===== config.mk =====
export PLATFORM = sky130hd
export DESIGN_NAME = fifo_uart_drain
export DESIGN_NICKNAME = d
export VERILOG_FILES = /design/src/rtl/fifo_uart_drain.sv
export SDC_FILE = /design/constraint.sdc
export NUM_CORES = 1
export LEC_CHECK = 0
export ABC_AREA = 1
export CAP_MARGIN = 30
export CORE_UTILIZATION = 40
export DETAILED_ROUTE_END_ITERATION = 10
export GPL_ROUTABILITY_DRIVEN = 0
export PLACE_DENSITY = 0.71
export SKIP_CTS_REPAIR_TIMING = 1
export SYNTH_ARGS = -nofsm -noshare
export SYNTH_HDL_FRONTEND = slang
export SYNTH_SLANG_ARGS = --single-unit

===== constraint.sdc =====
create_clock -name i_clk -period 5.07 [get_ports i_clk]
set_input_delay 1.521 -clock i_clk [delete_from_list [all_inputs] [get_ports i_clk]]
set_output_delay 1.521 -clock i_clk [all_outputs]
set_load 0.05 [all_outputs]

===== src/rtl/fifo_uart_drain.sv =====
// Drains 32-bit words from a FIFO and sends each as a 5-byte UART 8N1 frame:
// a sync byte followed by the word MSB byte first, each byte LSB-first.
module fifo_uart_drain #(
  parameter int unsigned CLKS_PER_BIT = 217,
  parameter logic [7:0]  SYNC_BYTE    = 8'hA5
) (
  input  logic        i_clk,
  input  logic        _mrst,
  input  logic        i_enable,
  input  logic        fifo_empty,
  input  logic [31:0] fifo_q,
  output logic        fifo_rdreq,
  output logic        o_tx,
  output logic        o_busy,
  output logic [15:0] o_words_sent
);

  typedef enum logic [2:0] {
    IDLE  = 3'd0,
    FETCH = 3'd1,
    LATCH = 3'd2,
    START = 3'd3,
    DATA  = 3'd4,
    STOP  = 3'd5
  } state_t;

  localparam logic [15:0] BIT_RELOAD = 16'(CLKS_PER_BIT - 1);
  localparam logic [2:0]  LAST_BYTE  = 3'd4;
  localparam logic [2:0]  LAST_BIT   = 3'd7;

  state_t      state_reg, state_next;
  logic [31:0] word_reg, word_next;
  logic [2:0]  byte_idx_reg, byte_idx_next;
  logic [2:0]  bit_idx_reg, bit_idx_next;
  logic [15:0] bit_cnt_reg, bit_cnt_next;
  logic [15:0] words_sent_reg, words_sent_next;
  logic        tx_reg, tx_next;
  // Holds off the first fetch until one full clock after reset release.
  logic        armed_reg;

  logic [7:0]  frame_byte [8];

  genvar gi;
  assign frame_byte[0] = SYNC_BYTE;
  for (gi = 1; gi < 5; gi++) begin : g_word_bytes
    assign frame_byte[gi] = word_next[39-8*gi -: 8];
  end
  for (gi = 5; gi < 8; gi++) begin : g_pad_bytes
    assign frame_byte[gi] = 8'hFF;
  end

  always_ff @(posedge i_clk or negedge _mrst) begin
    if (!_mrst) begin
      state_reg      <= IDLE;
      word_reg       <= '0;
      byte_idx_reg   <= '0;
      bit_idx_reg    <= '0;
      bit_cnt_reg    <= '0;
      words_sent_reg <= '0;
      tx_reg         <= 1'b1;
      armed_reg      <= 1'b0;
    end else begin
      state_reg      <= state_next;
      word_reg       <= word_next;
      byte_idx_reg   <= byte_idx_next;
      bit_idx_reg    <= bit_idx_next;
      bit_cnt_reg    <= bit_cnt_next;
      words_sent_reg <= words_sent_next;
      tx_reg         <= tx_next;
      armed_reg      <= 1'b1;
    end
  end

  always_comb begin
    state_next      = state_reg;
    word_next       = word_reg;
    byte_idx_next   = byte_idx_reg;
    bit_idx_next    = bit_idx_reg;
    bit_cnt_next    = bit_cnt_reg;
    words_sent_next = words_sent_reg;

    case (state_reg)
      IDLE: begin
        if (armed_reg && i_enable && !fifo_empty) begin
          state_next = FETCH;
        end
      end
      FETCH: begin
        state_next = LATCH;
      end
      LATCH: begin
        word_next     = fifo_q;
        byte_idx_next = '0;
        bit_idx_next  = '0;
        bit_cnt_next  = BIT_RELOAD;
        state_next    = START;
      end
      START: begin
        if (bit_cnt_reg == '0) begin
          bit_cnt_next = BIT_RELOAD;
          bit_idx_next = '0;
          state_next   = DATA;
        end else begin
          bit_cnt_next = bit_cnt_reg - 16'd1;
        end
      end
      DATA: begin
        if (bit_cnt_reg == '0) begin
          bit_cnt_next = BIT_RELOAD;
          if (bit_idx_reg == LAST_BIT) begin
            state_next = STOP;
          end else begin
            bit_idx_next = bit_idx_reg + 3'd1;
          end
        end else begin
          bit_cnt_next = bit_cnt_reg - 16'd1;
        end
      end
      STOP: begin
        if (bit_cnt_reg == '0) begin
          if (byte_idx_reg == LAST_BYTE) begin
            bit_cnt_next    = '0;
            words_sent_next = words_sent_reg + 16'd1;
            state_next      = IDLE;
          end else begin
            bit_cnt_next  = BIT_RELOAD;
            byte_idx_next = byte_idx_reg + 3'd1;
            state_next    = START;
          end
        end else begin
          bit_cnt_next = bit_cnt_reg - 16'd1;
        end
      end
      default: begin
        state_next = IDLE;
      end
    endcase
  end

  // Line level is decided from the next state so the flop output lines up with the state.
  always_comb begin
    tx_next = 1'b1;
    case (state_next)
      START:   tx_next = 1'b0;
      DATA:    tx_next = frame_byte[byte_idx_next][bit_idx_next];
      default: tx_next = 1'b1;
    endcase
  end

  assign fifo_rdreq   = (state_reg == FETCH);
  assign o_busy       = (state_reg != IDLE);
  assign o_tx         = tx_reg;
  assign o_words_sent = words_sent_reg;

endmodule


==> flow_summary.ini <==
[pwr]
comb_power_share = 0.398
power.share.sequential = 0.365
clock_power_share = 0.237
power.static_leakage_nw = 2.45
cellPowerDensity_mw_per_mm2 = 448
power.ir.vdd_worst_v = 0.000215
switchingPower_w = 0.000888
switching_share = 0.390
power.internal_w = 0.00139

[global_routing]
total_global_routing_overflow = 0
grt_first_pass_wirelength_um = 16000
grt_antenna_before_repair = 0
first_global_vias = 3568
globalRouteTotalUtil = 0.180
grt_start_max_net_pins = 76

[cells_and_area]
largest_register_ffs = 32
insertedDiodeCount = 0
fill_cell_count = 996
final_cells = 717
finish.utilization = 0.510
final_net_count = 623
drive_gt1_frac = 0.118
regArea_mm2 = 0.00188
area_taken_by_multi_input_logic_gates_mm2 = 0.00200
area_growth_pct = 21.6
design_area_mm2 = 0.00508

[sta]
timing.final.crit_share = 0.665
rsz0062_at_grt = no
finClkSkew_ns = 0.00811
timing_max_transition_violations_final = 0
timing.slew.headroom = 0.363
timing.fmax_mhz = 297
setup_violations = 0
tightest_slew_ns = 0.954
tns_ns = 0
final_period_minus_worst_setup_slack_ns = 3.37
report.final.hold_viol_count = 0

[clocking]
clk_transition_reported_paths_ns = 0.08
clk_lat_worst_skew_ns = 0.35
cts_max_path_buffers = 2
cts-root-buf = clkbuf_8
cts_num_sinks = 75
cts_buffers = 9
htree_levels = 3
tritoncts = built

[yosys]
synth_sequential_area_ratio = 0.450
yosys.cell_types.count = 40
synth_fp_nets = 567
synth-main-ff-cell = dfrtp_1
fraction_of_synthesis_flops_using_an_asynchronous_set_or_reset_pin = 1.00
syn-cell-area_mm2 = 0.00417
yosys_register_bits = 75
syn-instance-count = 525
postSynthAreaPerCell_um2 = 7.95
synth-edff-count = 0
yosysWarningCount = 0

[floorplan]
placeableCoreArea_mm2 = 0.00995
row_count = 36
die_width_um = 104
initial_core_utilization = 0.419
io_pins = 55
chipHeight_um = 104
die_area_mm2 = 0.0108

[critical_path]
cpLargestDelayFamily = buffers and inverters
critical_path.max_fanout = 3
cell_by_cell_trace_of_the_critical_path = inv_1 -> nand2_1 -> nor2_1 -> clkdlybuf4s50_1
cp-end-kind = primary output
worstSetupStartpointType = register
wp_data_arrival_ns = 1.85
rrSetupSlack_ns = 2.03
slowest_stage = clkdlybuf4s50_1
timing.critical_path.required_ns = 3.55
timing.reg2reg.worst_path_depth = 15
crit_type = reg -> out
r2r_start = state_reg[2]
worstReg2RegEnd = o_tx
worst_path_largest_cell_delay_ns = 0.80
timing.critical_path.buf_inv = 2

[route]
drc_errors = 0
drtAntennaViolNets = 0
vias = 3587
first_iter_violations = 243
drt-vias-per-instance = 5.00
detailedRoute.firstPassIterationCount = 4
route.final.wire_length_um = 9260
routed_wire_length_per_instance_um = 12.9

[placement]
detailed_place_hpwl_um = 6630
place_inst = 702
dpl_cell_area_mm2 = 0.00482
port_buffers = 54

[min_path]
timing.hold.worst_path_depth = 2
hold_path_class = reg -> reg
holdCritStartpoint = word_reg[4]
hold_path_end = word_reg[4]

[run_status]
run_status = complete, no violations

[job]
drv_cap = 0
cell families after synthesis:
| kind of cell | after synthesis | synth area share |
|---|---|---|
| simple gates | 295 | 0.341 |
| fa+ha+maj | 6 | 0.0180 |
| other cells | 1 | 0.000899 |
| xor+xnor | 23 | 0.0483 |
| buf+inv | 73 | 0.0711 |
| mux | 2 | 0.00480 |
| flops | 75 | 0.450 |
| compound gates | 50 | 0.0660 |
power groups by stage:
stage / registers, W / clock network [W] / logic (W)
final: 0.000830 / 0.000541 / 0.000906
after global routing: 0.000846 / 0.000574 / 0.00103
after CTS: 0.000830 / 0.000548 / 0.000905
after detailed placement: 0.000841 / 0 / 0.000901
after global placement: 0.000833 / 0 / 0.000872
after floorplan: 0.000836 / 0 / 0.000656
synth_stat cells (3+ instances only):
library cell | number | area share
nand2_1 | 148 | 0.13
dfrtp_1 | 74 | 0.44
inv_1 | 60 | 0.054
nand3_1 | 56 | 0.067
nor2_1 | 29 | 0.026
o21ai_0 | 26 | 0.031
xor2_1 | 17 | 0.036
or2_2 | 14 | 0.021
nor2_2 | 13 | 0.019
a21oi_1 | 12 | 0.014
nor3_1 | 8 | 0.0096
nand2_2 | 7 | 0.010
ha_1 | 6 | 0.018
xnor2_1 | 6 | 0.013
clkbuf_1 | 5 | 0.0045
nor2_4 | 4 | 0.011
o22ai_1 | 4 | 0.0060
buf_2 | 3 | 0.0036
nand2_4 | 3 | 0.0081
nand4_1 | 3 | 0.0045
through the flow:
step,setup WS [ns],hold slack (ns),total power (W)
after detailed placement,2.07,0.460,0.00174
final,1.70,0.471,0.00228
after global placement,2.11,0.455,0.00171
after CTS,1.69,0.478,0.00228
after floorplan,2.37,0.433,0.00149
after global routing,1.62,0.494,0.00245
how the worst max path moves through the flow:
stage / startpoint / endpoint / slack [ns] / cells past startpoint
2_1_floorplan: state_reg[1] / fifo_rdreq / 2.37 / 3
3_3_place_gp: state_reg[1] / fifo_rdreq / 2.11 / 4
3_5_place_dp: state_reg[1] / fifo_rdreq / 2.07 / 4
4_1_cts: state_reg[1] / fifo_rdreq / 1.69 / 4
5_1_grt: state_reg[1] / fifo_rdreq / 1.62 / 4
6_report: state_reg[1] / fifo_rdreq / 1.70 / 4
layout by cell type (no fill, tap or decap), types with 6 or more instances in the layout:
cell / n
dfrtp_1: 74
clkbuf_8: 9
xor2_1: 17
inv_1: 60
nor3_1: 8
nand2_1: 148
xnor2_1: 6
nand3_1: 56
clkdlybuf4s50_1: 53
ha_1: 6
nand2_2: 7
nor2_1: 29
nor2_2: 13
or2_2: 14
o21ai_0: 26
a21oi_1: 12
cell type report:
type                    count  share of cell area
clock buffers               9              0.0244
multi-input cells         377               0.394
inverters                  62              0.0458
clock inverters             5              0.0205
repair buffers             56               0.113
flip-flops and latches     75               0.370
well taps                 133              0.0328
tightest hold or removal path, cell delays in order, from the launching register on:
cell and delay, ns:
dfrtp_1 0.32, nand2_1 0.05, nand2_1 0.07
layer usage:
layer / share of wire / routed length (µm) / track usage
met3: 0.042 / 386 / 0.0370
met4: 0.024 / 220 / 0.0704
met1: 0.46 / 4260 / 0.227
met2: 0.47 / 4400 / 0.303
met5: 0 / 0 / 0
Power figures use the tool's default switching activity.
